$ cat config.mk
export PLATFORM = sky130hd
export DESIGN_NAME = text_write_ctrl_flat
export DESIGN_NICKNAME = d
export VERILOG_FILES = /design/src/rtl/text_write_ctrl_pkg.sv /design/src/rtl/text_write_ctrl_if.sv /design/src/rtl/text_write_ctrl_rr_arb2.sv /design/src/rtl/text_write_ctrl.sv /design/src/flat_wrapper.sv
export SDC_FILE = /design/constraint.sdc
export NUM_CORES = 1
export LEC_CHECK = 0
export ABC_AREA = 1
export CORE_MARGIN = 1.5
export CORE_UTILIZATION = 40
export DETAILED_ROUTE_END_ITERATION = 16
export HOLD_SLACK_MARGIN = 0.12
export SETUP_SLACK_MARGIN = 0.2
export SYNTH_ARGS = -nofsm -noshare
export SYNTH_HDL_FRONTEND = slang
export SYNTH_SLANG_ARGS = --single-unit
$ cat constraint.sdc
create_clock -name clk -period 4.62 [get_ports clk]
set_clock_uncertainty 0.2 [all_clocks]
set_input_delay 1.155 -clock clk [delete_from_list [all_inputs] [get_ports clk]]
set_output_delay 1.155 -clock clk [all_outputs]
set_load 0.03 [all_outputs]
$ cat src/rtl/text_write_ctrl_pkg.sv
// Shared constants, state encoding and row arithmetic for the 80x30 text buffer
// write path. The renderer pulls COLS/ROWS from here as well.
package text_pkg;
  localparam int COLS   = 80;
  localparam int ROWS   = 30;
  localparam int N      = COLS * ROWS;
  localparam int ADDR_W = 12;

  localparam logic [ADDR_W-1:0] COLS_A = ADDR_W'(COLS);
  localparam logic [ADDR_W-1:0] N_A    = ADDR_W'(N);

  localparam logic [7:0] BLANK    = 8'h20;
  localparam logic [7:0] CHR_CR   = 8'h0D;
  localparam logic [7:0] CHR_LF   = 8'h0A;
  localparam logic [7:0] CHR_BS   = 8'h08;
  localparam logic [7:0] PRINT_LO = 8'h20;
  localparam logic [7:0] PRINT_HI = 8'h7E;

  typedef enum logic {IDLE, CLEAR} state_t;

  // First cell of the row holding addr; exact for every addr in 0..N.
  function automatic logic [ADDR_W-1:0] row_start(input logic [ADDR_W-1:0] addr);
    logic [ADDR_W-1:0] row;
    row = addr / COLS_A;
    return row * COLS_A;
  endfunction
endpackage

$ cat src/rtl/text_write_ctrl_if.sv
// Character source handshake bundle: source A (UART) and source B (keyboard).
// Handshake: a char moves when valid and ready are both high in the same cycle;
// ready is combinational from valid, never the other way round.
interface text_write_ctrl_if;
  logic       a_valid;
  logic [7:0] a_char;
  logic       a_ready;
  logic       b_valid;
  logic [7:0] b_char;
  logic       b_ready;

  modport master (output a_valid, a_char, b_valid, b_char, input a_ready, b_ready);
  modport slave  (input a_valid, a_char, b_valid, b_char, output a_ready, b_ready);
endinterface

$ cat src/rtl/text_write_ctrl_rr_arb2.sv
// Two-requester round-robin arbiter. On a tie the requester not served last wins;
// after reset requester 1 counts as last served so requester 0 wins the first tie.
module rr_arb2 (
  input  logic       clk,
  input  logic       reset_n,
  input  logic [1:0] req,
  input  logic       accept,
  output logic [1:0] gnt
);
  logic last_b;

  always_comb begin
    gnt = req;
    if (req == 2'b11) gnt = last_b ? 2'b01 : 2'b10;
  end

  always_ff @(posedge clk or negedge reset_n) begin
    if (!reset_n)    last_b <= 1'b1;
    else if (accept) last_b <= gnt[1];
  end
endmodule

$ cat src/rtl/text_write_ctrl.sv
// Owns the character buffer write port: arbitrates two char sources, tracks the
// cursor, interprets CR/LF/BS and sweeps the page blank on overflow or request.
module text_write_ctrl
  import text_pkg::*;
(
  input  logic              clk,
  input  logic              reset_n,
  text_write_ctrl_if.slave  src,
  input  logic              clr_req,
  output logic              wr_en,
  output logic [ADDR_W-1:0] wr_addr,
  output logic [7:0]        wr_data,
  output logic [ADDR_W-1:0] cursor,
  output logic              busy,
  output state_t            state
);
  state_t            state_n;
  logic [1:0]        req, gnt;
  logic              accept;
  logic [7:0]        ch;
  logic [ADDR_W-1:0] cursor_n, cnt, cnt_n, wr_addr_n, rs, lf_next;
  logic [7:0]        wr_data_n;
  logic              wr_en_n;

  // Requests are masked in reset, during the sweep and when a clear wins the cycle.
  assign req = {src.b_valid, src.a_valid} & {2{reset_n && state == IDLE && !clr_req}};

  rr_arb2 u_arb (
    .clk     (clk),
    .reset_n (reset_n),
    .req     (req),
    .accept  (accept),
    .gnt     (gnt)
  );

  assign accept      = |gnt;
  assign src.a_ready = gnt[0];
  assign src.b_ready = gnt[1];
  assign ch          = gnt[1] ? src.b_char : src.a_char;
  assign rs          = row_start(cursor);
  assign lf_next     = rs + COLS_A;
  assign busy        = (state == CLEAR);

  always_comb begin
    state_n   = state;
    cursor_n  = cursor;
    cnt_n     = cnt;
    wr_en_n   = 1'b0;
    wr_addr_n = wr_addr;
    wr_data_n = wr_data;
    case (state)
      IDLE: begin
        cnt_n = '0;
        if (clr_req) begin
          state_n = CLEAR;
        end else if (accept) begin
          if (ch >= PRINT_LO && ch <= PRINT_HI) begin
            wr_en_n   = 1'b1;
            wr_addr_n = cursor;
            wr_data_n = ch;
            cursor_n  = cursor + ADDR_W'(1);
            if (cursor_n == N_A) state_n = CLEAR;
          end else if (ch == CHR_CR) begin
            cursor_n = rs;
          end else if (ch == CHR_LF) begin
            cursor_n = lf_next;
            if (lf_next == N_A) state_n = CLEAR;
          end else if (ch == CHR_BS && cursor != '0) begin
            cursor_n  = cursor - ADDR_W'(1);
            wr_en_n   = 1'b1;
            wr_addr_n = cursor - ADDR_W'(1);
            wr_data_n = BLANK;
          end
        end
      end
      CLEAR: begin
        // One extra cycle after the last blank keeps busy aligned with the final write.
        if (cnt == N_A) begin
          state_n  = IDLE;
          cursor_n = '0;
        end else begin
          wr_en_n   = 1'b1;
          wr_addr_n = cnt;
          wr_data_n = BLANK;
          cnt_n     = cnt + ADDR_W'(1);
        end
      end
      default: state_n = IDLE;
    endcase
  end

  always_ff @(posedge clk or negedge reset_n) begin
    if (!reset_n) begin
      state   <= IDLE;
      cursor  <= '0;
      cnt     <= '0;
      wr_en   <= 1'b0;
      wr_addr <= '0;
      wr_data <= '0;
    end else begin
      state   <= state_n;
      cursor  <= cursor_n;
      cnt     <= cnt_n;
      wr_en   <= wr_en_n;
      wr_addr <= wr_addr_n;
      wr_data <= wr_data_n;
    end
  end
endmodule

$ cat src/flat_wrapper.sv
// flat-port wrapper written by rule: the top's interface ports become plain ports
module text_write_ctrl_flat import text_pkg::*;
  (clk, reset_n, clr_req, wr_en, wr_addr, wr_data, cursor, busy, state, src_a_valid, src_a_char, src_b_valid, src_b_char, src_a_ready, src_b_ready);
  text_write_ctrl_if src_i ();
  input  logic clk;
  input  logic reset_n;
  input  logic clr_req;
  output logic wr_en;
  output logic [ADDR_W-1:0] wr_addr;
  output logic [7:0] wr_data;
  output logic [ADDR_W-1:0] cursor;
  output logic busy;
  output state_t state;
  input wire logic [$bits(src_i.a_valid)-1:0] src_a_valid;
  input wire logic [$bits(src_i.a_char)-1:0] src_a_char;
  input wire logic [$bits(src_i.b_valid)-1:0] src_b_valid;
  input wire logic [$bits(src_i.b_char)-1:0] src_b_char;
  output wire logic [$bits(src_i.a_ready)-1:0] src_a_ready;
  output wire logic [$bits(src_i.b_ready)-1:0] src_b_ready;
  assign src_i.a_valid = src_a_valid;
  assign src_i.a_char = src_a_char;
  assign src_i.b_valid = src_b_valid;
  assign src_i.b_char = src_b_char;
  assign src_a_ready = src_i.a_ready;
  assign src_b_ready = src_i.b_ready;
  text_write_ctrl u_core (.clk(clk), .reset_n(reset_n), .src(src_i), .clr_req(clr_req), .wr_en(wr_en), .wr_addr(wr_addr), .wr_data(wr_data), .cursor(cursor), .busy(busy), .state(state));
endmodule
==> results.toml, run 1 <==
[worst_setup_path]
critPathArrivalTime_ps = 2920
cp-end-kind = "primary output"
path_max_fanout = 11
crit_buf_inv = 4
setup.worst_path.start_class = "input port"
timing_worst_setup_path_type = "input port to primary output"
worstPathRequired_ps = 3260
cp_slowest_cell = "clkdlybuf4s50_1"
max_stage_delay_ps = 680
cp_top_family = "buffers and inverters"
path_cells = "clkdlybuf4s50_1 -> nor2_1 -> nand2_1 -> inv_2 -> nand2_1 -> inv_4 -> clkdlybuf4s50_1"

[clocking]
htreeDepth = 2
cts_num_sinks = 47
clock_latency_ps = 310
cts-root-buf = "clkbuf_8"
clockBufferDepth = 2
numCtsBuffers = 5
cts_tree = "yes"
clk_pin_slew_ps = 100
cts_hold_buf = 0

[drt]
wl_mm = 11.5
route.detailed.drc = 0
dr.pass1.iters = 5
drtIter0Drc = 188
wl_per_cell_um = 15.6
vias = 3900
ant_nets = 0
vias_per_cell = 5.28

[layout]
final_cell_mix = "nand2_1, clkdlybuf4s50_1, nand3_1"
areaGrowthSynthToFinish_pct = 24.3
fillers = 933
final_common_cell = "nand2_1"
drive_gt1_share_pct = 17.2
nNetsFinal = 647
n_antenna_cell = 0

[timing]
maxSlewViolCount = 0
worst_pin_slew_ps = 634
setup_violations = 0
fmax_mhz = 234
fin_crit_sh_pct = 92.6
hold_viol = 0
rsz0062_at_grt = "false"
fin_tns_setup_ps = 0
min_period_ps = 4280
slew_headroom_pct = 57.7

[global_route]
grt_overflow = 0
gr-usage-all-layers_pct = 23.0
grt_pass1_vias = 3770
grt_max_degree = 48
grt_antenna_before_repair = 0
grt_pass1_wl_mm = 18.5

[synthesis]
syn_area_per_cell_sq_um = 7.13
yosysUniqueCellTypes = 48
synth-edff-count = 0
synthCells = 546
syn_nets = 585
synthesis.area_sq_um = 3890
ys.flop_type = "dfrtp_1"
synth_area_leader_cell = "dfrtp_1"
yosysWarnings = 0
synth_seq_cells = 47
yosys-top-cells-area = "dfrtp_1, nand2_1, nand3_1"
yosys.area.top_type_share_pct = 29.6
yosysSeqAreaShare_pct = 30.3
synth-async-reset-ratio_pct = 100

[placed_design]
dp_hpwl_mm = 8.60
gp_congestion = 0.945
io_buffers = 57

[die]
core_area_sq_um = 9330
die_area_sq_um = 10300
io_pins = 58
fp.dieW_um = 102
std_cell_rows = 35
initial_core_util_pct = 41.7
dieHeight_um = 102

[hold_path]
holdCritPathClass = "register to register"

[status]
outcome = "finished, final reports clean"

[run]
cap_violations = 0
## flip-flops by register name, summed over array words and instances (netlist names)
signal               count
u_core.wr_data           8
u_core.cnt              12
u_core.wr_en             1
u_core.busy              1
u_core.u_arb.last_b      1
u_core.wr_addr          12
u_core.cursor           12
## final timing paths
kind                       slack (ps)             endpoint                start  cells after the start
min in group asynchronous         770        u_core.cnt[3]              reset_n                      2
setup reg to reg                  380          u_core.busy     u_core.cursor[9]                     31
setup / recovery                  340          src_b_ready              clr_req                      7
hold / removal                    290  u_core.u_arb.last_b  u_core.u_arb.last_b                      2
max in group asynchronous        2980     u_core.cursor[8]              reset_n                      2
hold reg to reg                   290  u_core.u_arb.last_b  u_core.u_arb.last_b                      2
## synthesized netlist by cell type, types with 2 or more instances
library cell and number:
nand3_1 50, dfrtp_1 46, clkbuf_1 9, o21ai_0 33
nand2_1 112, nand3_2 6, o211ai_1 4, a31oi_1 12
mux2i_1 2, buf_6 3, o21ai_1 8, buf_2 6
a21oi_1 29, inv_4 2, ha_1 17, inv_2 13
xor2_1 18, o21ai_2 4, nor2_2 3, buf_4 4
nor4_1 5, inv_1 50, xnor2_1 5, nand4_1 8
nand2_4 3, a21oi_2 2, or2_2 3, nand2_2 13
nor3_1 13, o22ai_1 2, nor2_1 44
## final cells by class
class	count	area, sq um	share of cell area (%)
inverter	66	255	5.28
multi-input combinational	411	2420	50.1
sequential	47	1180	24.4
timing repair buffer	77	726	15.0
clock inverter	3	18.8	0.388
tap	129	161	3.34
clock buffer	5	68.8	1.42
## layer usage
metal  track usage, %  up-vias  wire length [um]
li1                 -     1940                 -
met1             31.1     1828              5340
met2             36.7      108              5270
met3             4.62       24               579
met4             8.23        0               285
met5                0        -                 0
## stage by stage
step	std cells	cell area, sq um	hold slack [ps]	worst slack [ps]	utilization (%)
6_report	738	4840	288	340	51.9
5_1_grt	738	4840	314	128	51.9
4_1_cts	729	4670	290	211	50.1
3_5_place_dp	721	4590	277	249	49.2
3_3_place_gp	721	4590	267	315	49.2
2_1_floorplan	546	3890	251	545	-
## worst min-delay path: cells and delay by family (launching register included)
family	cells	cell delay, ps
flops	1	390
simple gates	2	110
## logic make-up (layout without fill, tap and decap cells)
logic type	Yosys count	count (layout)	synth area share, %
adders and majority gates	18	18	5.98
buffers and inverters	88	151	9.77
DFF	47	47	30.3
and+or+nand+nor	268	268	33.4
AOI/OAI and AO/OA	100	100	14.9
xor gates and xnor gates	23	23	5.18
muxes	2	2	0.514
## timing repair
item / 4_1_cts / 5_1_grt
setup buffers: 0 / 9
resized for setup: 0 / 26
setup endpoints to repair: 0 / 5
Power of run 1 is left out: the tool's default activity adds up to more than one toggle a clock period on the data nets, which glitch-free logic cannot reach.
==> run 2, diff against run 1 <==
--- a/config.mk
+++ b/config.mk
@@ -5,7 +5,7 @@
 export SDC_FILE = /design/constraint.sdc
 export NUM_CORES = 1
 export LEC_CHECK = 0
-export ABC_AREA = 1
+export ABC_AREA = 0
 export CORE_MARGIN = 1.5
 export CORE_UTILIZATION = 40
 export DETAILED_ROUTE_END_ITERATION = 16
==> results.toml, run 2 <==
[worst_setup_path]
path_cells = "or4b_4 -> o21ai_2 -> o32ai_2 -> maj3_2 -> a211o_1 -> ha_1 -> ha_1 -> inv_1 -> fa_2 -> nand2b_4 -> nor2_2 -> and4_1 -> or4_1 -> a21o_1"
reg2reg_depth = 14
critPathArrivalTime_ps = 4250
cp_slowest_cell = "or4b_4"
max_stage_delay_ps = 570
r2r_slack_ps = 360
r2r-start = "u_core.cursor[7]"
path_max_fanout = 11
timing_worst_setup_path_type = "register to register"
setup.worst_path.start_class = "register"
worstPathRequired_ps = 4610
cp-end-kind = "register"
crit_top_cell = "ha_1"
crit-reg2reg-capture = "u_core.busy"

[layout]
final_cell_mix = "nand2_1, clkdlybuf4s50_1, nor2_1"
fillers = 994
n_antenna_cell = 0
biggestRegsByFlops = "u_core.cnt: 12 flops, u_core.cursor: 12 flops, u_core.wr_addr: 12 flops"
nNetsFinal = 670
regArea_sq_um = 1180
final_common_cell = "nand2_1"
drive_gt1_share_pct = 13.1
areaGrowthSynthToFinish_pct = 24.9
multi_input_area_sq_um = 2870

[global_route]
gr-usage-all-layers_pct = 24.2
grt_antenna_before_repair = 1
grt_overflow = 0
grt_max_degree = 48
grt_pass1_wl_mm = 21.9
grt_pass1_vias = 4275

[pwr]
p_per_area_nw_per_um2 = 299
clockPowerShare_pct = 17.2
leakagePower_nw = 2.28
power.total_mw = 1.59
sw_frac_of_total_pct = 41.7
peakVddDrop_v = 0.000271
power.share.sequential_pct = 33.8
p_sw_mw = 0.663
internal_power_mw = 0.929
p_comb_share_pct = 49.1

[timing]
worst_pin_slew_ps = 643
setup_violations = 0
rsz0062_at_grt = "true"
fin_crit_sh_pct = 92.1
fin_tns_setup_ps = 0
min_period_ps = 4260
hold_viol = 0
slew_headroom_pct = 57.2
worst_slack_ps = 363
maxSlewViolCount = 0
fmax_mhz = 235

[synthesis]
yosys-top-cells-area = "dfrtp_1, nand2_1, o21ai_0"
yosysWarnings = 0
synthesis.area_sq_um = 4270
synth-async-reset-ratio_pct = 100
synth-edff-count = 0
synth_most_common_cell = "nand2_1"
synth_area_leader_cell = "dfrtp_1"
ys.flop_type = "dfrtp_1"
syn_nets = 601
synth_commonest_cells = "nand2_1, nor2_1, dfrtp_1, o21ai_0, a21oi_1"
syn_area_per_cell_sq_um = 7.59
yosys.area.top_type_share_pct = 27.0
yosysUniqueCellTypes = 66
yosysSeqAreaShare_pct = 27.6
synthCells = 562
synth_seq_cells = 47

[placed_design]
gp_congestion = 0.969
place_ws_ps = 218
dp_hpwl_mm = 10.0
io_buffers = 57

[drt]
vias_per_cell = 5.74
drtIter0Drc = 276
wl_mm = 13.6
wl_per_cell_um = 17.6
dr.pass1.iters = 5
vias = 4409
route.detailed.drc = 0
ant_nets = 0

[hold_path]
whs_endpoint = "u_core.u_arb.last_b"
hold_start = "u_core.u_arb.last_b"
whs_path_depth = 2
holdCritPathClass = "register to register"

[die]
fp.dieW_um = 106
io_pins = 58
die_area_sq_um = 11300
core_area_sq_um = 10300
std_cell_rows = 37
initial_core_util_pct = 41.3
dieHeight_um = 106

[clocking]
clock_latency_ps = 300
numCtsBuffers = 5
htreeDepth = 2
cts_tree = "yes"
cts_num_sinks = 47
clk_pin_slew_ps = 90
cts-root-buf = "clkbuf_8"
clockBufferDepth = 2
cts_hold_buf = 0

[status]
outcome = "finished, final reports clean"

[run]
cap_violations = 0
[run 2: cell count changes in the layout (fill, tap and decap cells not counted), sizes merged, moves of 8 or more]
| cell | change |
|---|---|
| inv | -43 |
| a21oi | +13 |
| mux2i | +10 |
| and3 | +10 |
| nand2b | +10 |
| buf | +28 |
| nand3 | -38 |
| or3 | +9 |
| nand2 | -65 |
| xnor2 | +16 |
| o31ai | +8 |
[run 2: worst max-delay path by stage]
stage,from,end,cells past startpoint
floorplan,u_core.cursor[8],u_core.busy,15
global placement,clr_req,u_core.cursor[11],10
detailed placement,clr_req,u_core.cursor[11],10
CTS,u_core.cursor[11],u_core.busy,17
global route,u_core.cursor[11],u_core.busy,18
finish,u_core.cursor[7],u_core.busy,14
[run 2: cell families after synthesis]
group                    after synthesis  synth area share (%)
AND/OR/NAND/NOR                      228                  26.6
XOR/XNOR                              42                  8.62
multiplexers                          14                  3.43
adder cells (fa/ha/maj)               20                  5.98
buffers and inverters                 64                  6.42
flip-flops                            47                  27.6
AO/OA/AOI/OAI                        147                  21.4
[run 2: power by group through the flow]
stage | clock network [mW] | logic (mW) | registers [mW]
4_1_cts | 0.285 | 0.739 | 0.543
3_5_place_dp | 0 | 0.735 | 0.551
6_report | 0.273 | 0.781 | 0.538
5_1_grt | 0.293 | 0.857 | 0.548
3_3_place_gp | 0 | 0.735 | 0.548
2_1_floorplan | 0 | 0.422 | 0.599
[run 2: layer usage]
layer  routed length (um)  vias up  global-route usage, %
li1                     -     2127                      -
met1                 6240     2100                   33.8
met2                 6230      162                   38.8
met3                  898       18                   4.66
met4                  174        2                   5.02
met5                   13        -                      0
[run 2: final cells by class]
type | instances | share of cell area (%)
Inverter | 23 | 1.62
Sequential cell | 47 | 22.2
Tap cell | 136 | 3.19
Clock buffer | 6 | 1.55
Timing Repair Buffer | 103 | 17.4
Clock inverter | 2 | 0.305
Multi-Input combinational cell | 451 | 53.8
[run 2: critical path, delay by kind of cell (launching register included)]
family	cells	cell delay (ps)
buf+inv	1	50
simple gates	5	1460
flops	1	500
compound gates	4	670
fa+ha+maj	4	1280
[run 2: stage by stage]
stage | hold WS, ps | area (sq um) | std cells | utilization [%]
floorplan | 242 | 4270 | 562 | -
global placement | 255 | 5090 | 749 | 49.3
detailed placement | 255 | 5090 | 749 | 49.3
CTS | 270 | 5180 | 757 | 50.2
global route | 287 | 5330 | 768 | 51.6
finish | 268 | 5330 | 768 | 51.6
[run 2: what timing repair did]
action,CTS,global route
resized for setup,0,11
setup buffers,0,11
endpoints found under the setup margin,0,4
No activity file was read; power rests on OpenSTA's default activity.
==> run 3, diff against run 2 <==
--- a/config.mk
+++ b/config.mk
@@ -14,3 +14,4 @@
 export SYNTH_ARGS = -nofsm -noshare
 export SYNTH_HDL_FRONTEND = slang
 export SYNTH_SLANG_ARGS = --single-unit
+export TNS_END_PERCENT = 1
==> results.toml, run 3 (synthesis gave the netlist of run 2 again) <==
[status]
outcome = "finished, final reports clean"

[pwr]
power.total_mw = 1.59
leakagePower_nw = 2.28
peakVddDrop_v = 0.000271
p_per_area_nw_per_um2 = 299

[clocking]
clockBufferDepth = 2
htreeDepth = 2
cts-root-buf = "clkbuf_8"
clk_pin_slew_ps = 90
clock_latency_ps = 300
numCtsBuffers = 5
cts_num_sinks = 47
cts_tree = "yes"

[worst_setup_path]
r2r_slack_ps = 360
timing_worst_setup_path_type = "register to register"
critPathArrivalTime_ps = 4250
worstPathRequired_ps = 4610
path_max_fanout = 11
setup.worst_path.start_class = "register"
reg2reg_depth = 14
crit-reg2reg-capture = "u_core.busy"
cp-end-kind = "register"
r2r-start = "u_core.cursor[7]"

[placed_design]
dpl.cell_count = 749
dp_hpwl_mm = 10.0
place_ws_ps = 218
gp_congestion = 0.969
placed_area_sq_um = 5090
io_buffers = 57

[layout]
nNetsFinal = 670
drive_gt1_share_pct = 13.1
biggestRegsByFlops = "u_core.cnt: 12 flops, u_core.cursor: 12 flops, u_core.wr_addr: 12 flops"
utilization_pct = 51.6
finalInstanceArea_sq_um = 5330
areaGrowthSynthToFinish_pct = 24.9
n_antenna_cell = 0
final_cell_mix = "nand2_1, clkdlybuf4s50_1, nor2_1"
finalNonFillerCells = 768
final_common_cell = "nand2_1"

[die]
initial_core_util_pct = 41.3
std_cell_rows = 37
core_area_sq_um = 10300
dieHeight_um = 106
io_pins = 58
die_area_sq_um = 11300
fp.dieW_um = 106

[timing]
maxSlewViolCount = 0
min_period_ps = 4260
fin_tns_setup_ps = 0
worst_slack_ps = 362
slew_headroom_pct = 57.1
worst_pin_slew_ps = 643
setup_violations = 0
fmax_mhz = 235
fin_crit_sh_pct = 92.2
rsz0062_at_grt = "true"
hold_viol = 0
holdWs_ps = 268

[drt]
wl_per_cell_um = 17.7
vias = 4406
wl_mm = 13.6
ant_nets = 0
vias_per_cell = 5.74
drtIter0Drc = 276
route.detailed.drc = 0
dr.pass1.iters = 5

[global_route]
grt_pass1_wl_mm = 21.9
gr-usage-all-layers_pct = 24.2
grt_antenna_before_repair = 1
grt_overflow = 0
grt_pass1_vias = 4275
grt_max_degree = 48

[run]
cap_violations = 0

[hold_path]
whs_path_depth = 2
holdCritPathClass = "register to register"
whs_endpoint = "u_core.u_arb.last_b"
hold_start = "u_core.u_arb.last_b"
==> run 3: metal layers <==
| layer | up-vias | part of all wire, % | track usage, % |
|---|---|---|---|
| li1 | 2127 | - | - |
| met1 | 2102 | 46 | 33.8 |
| met2 | 157 | 46 | 38.8 |
| met3 | 18 | 6.4 | 4.66 |
| met4 | 2 | 1.3 | 5.02 |
| met5 | - | 0.096 | 0 |
==> run 3: worst max-delay path: stages (launching register included) <==
cell and delay [ps]:
dfrtp_2 500, or4b_4 570, o21ai_2 80, o32ai_2 110, maj3_2 290, a211o_1 280, ha_1 310, ha_1 150
inv_1 50, fa_2 530, nand2b_4 130, nor2_2 40, and4_1 180, or4_1 540, a21o_1 200
==> run 3: worst max-delay path by stage <==
stage | slack (ps) | end | cells after the start | start
2_1_floorplan | 220 | u_core.busy | 15 | u_core.cursor[8]
3_3_place_gp | 270 | u_core.cursor[11] | 10 | clr_req
3_5_place_dp | 220 | u_core.cursor[11] | 10 | clr_req
4_1_cts | 200 | u_core.busy | 17 | u_core.cursor[11]
5_1_grt | 160 | u_core.busy | 18 | u_core.cursor[11]
6_report | 360 | u_core.busy | 14 | u_core.cursor[7]
==> run 3: final cells by class <==
cell class / count / area (sq um)
fillers: 994 / 4990
multi-input cells: 451 / 2870
flip-flops and latches: 47 / 1180
repair buffers: 103 / 925
well taps: 136 / 170
inverters: 23 / 86.3
clock buffers: 6 / 82.6
clock inverters: 2 / 16.3
==> run 3: what timing repair did <==
item,CTS,global route
setup buffers,0,11
resized for setup,0,10
hold buffers,0,0
setup endpoints to repair,0,4
==> run 3: where the power goes <==
part,internal (mW),switching [mW]
sequential,0.474,0.0636
combinational,0.332,0.450
clock,0.123,0.151
total,0.929,0.664
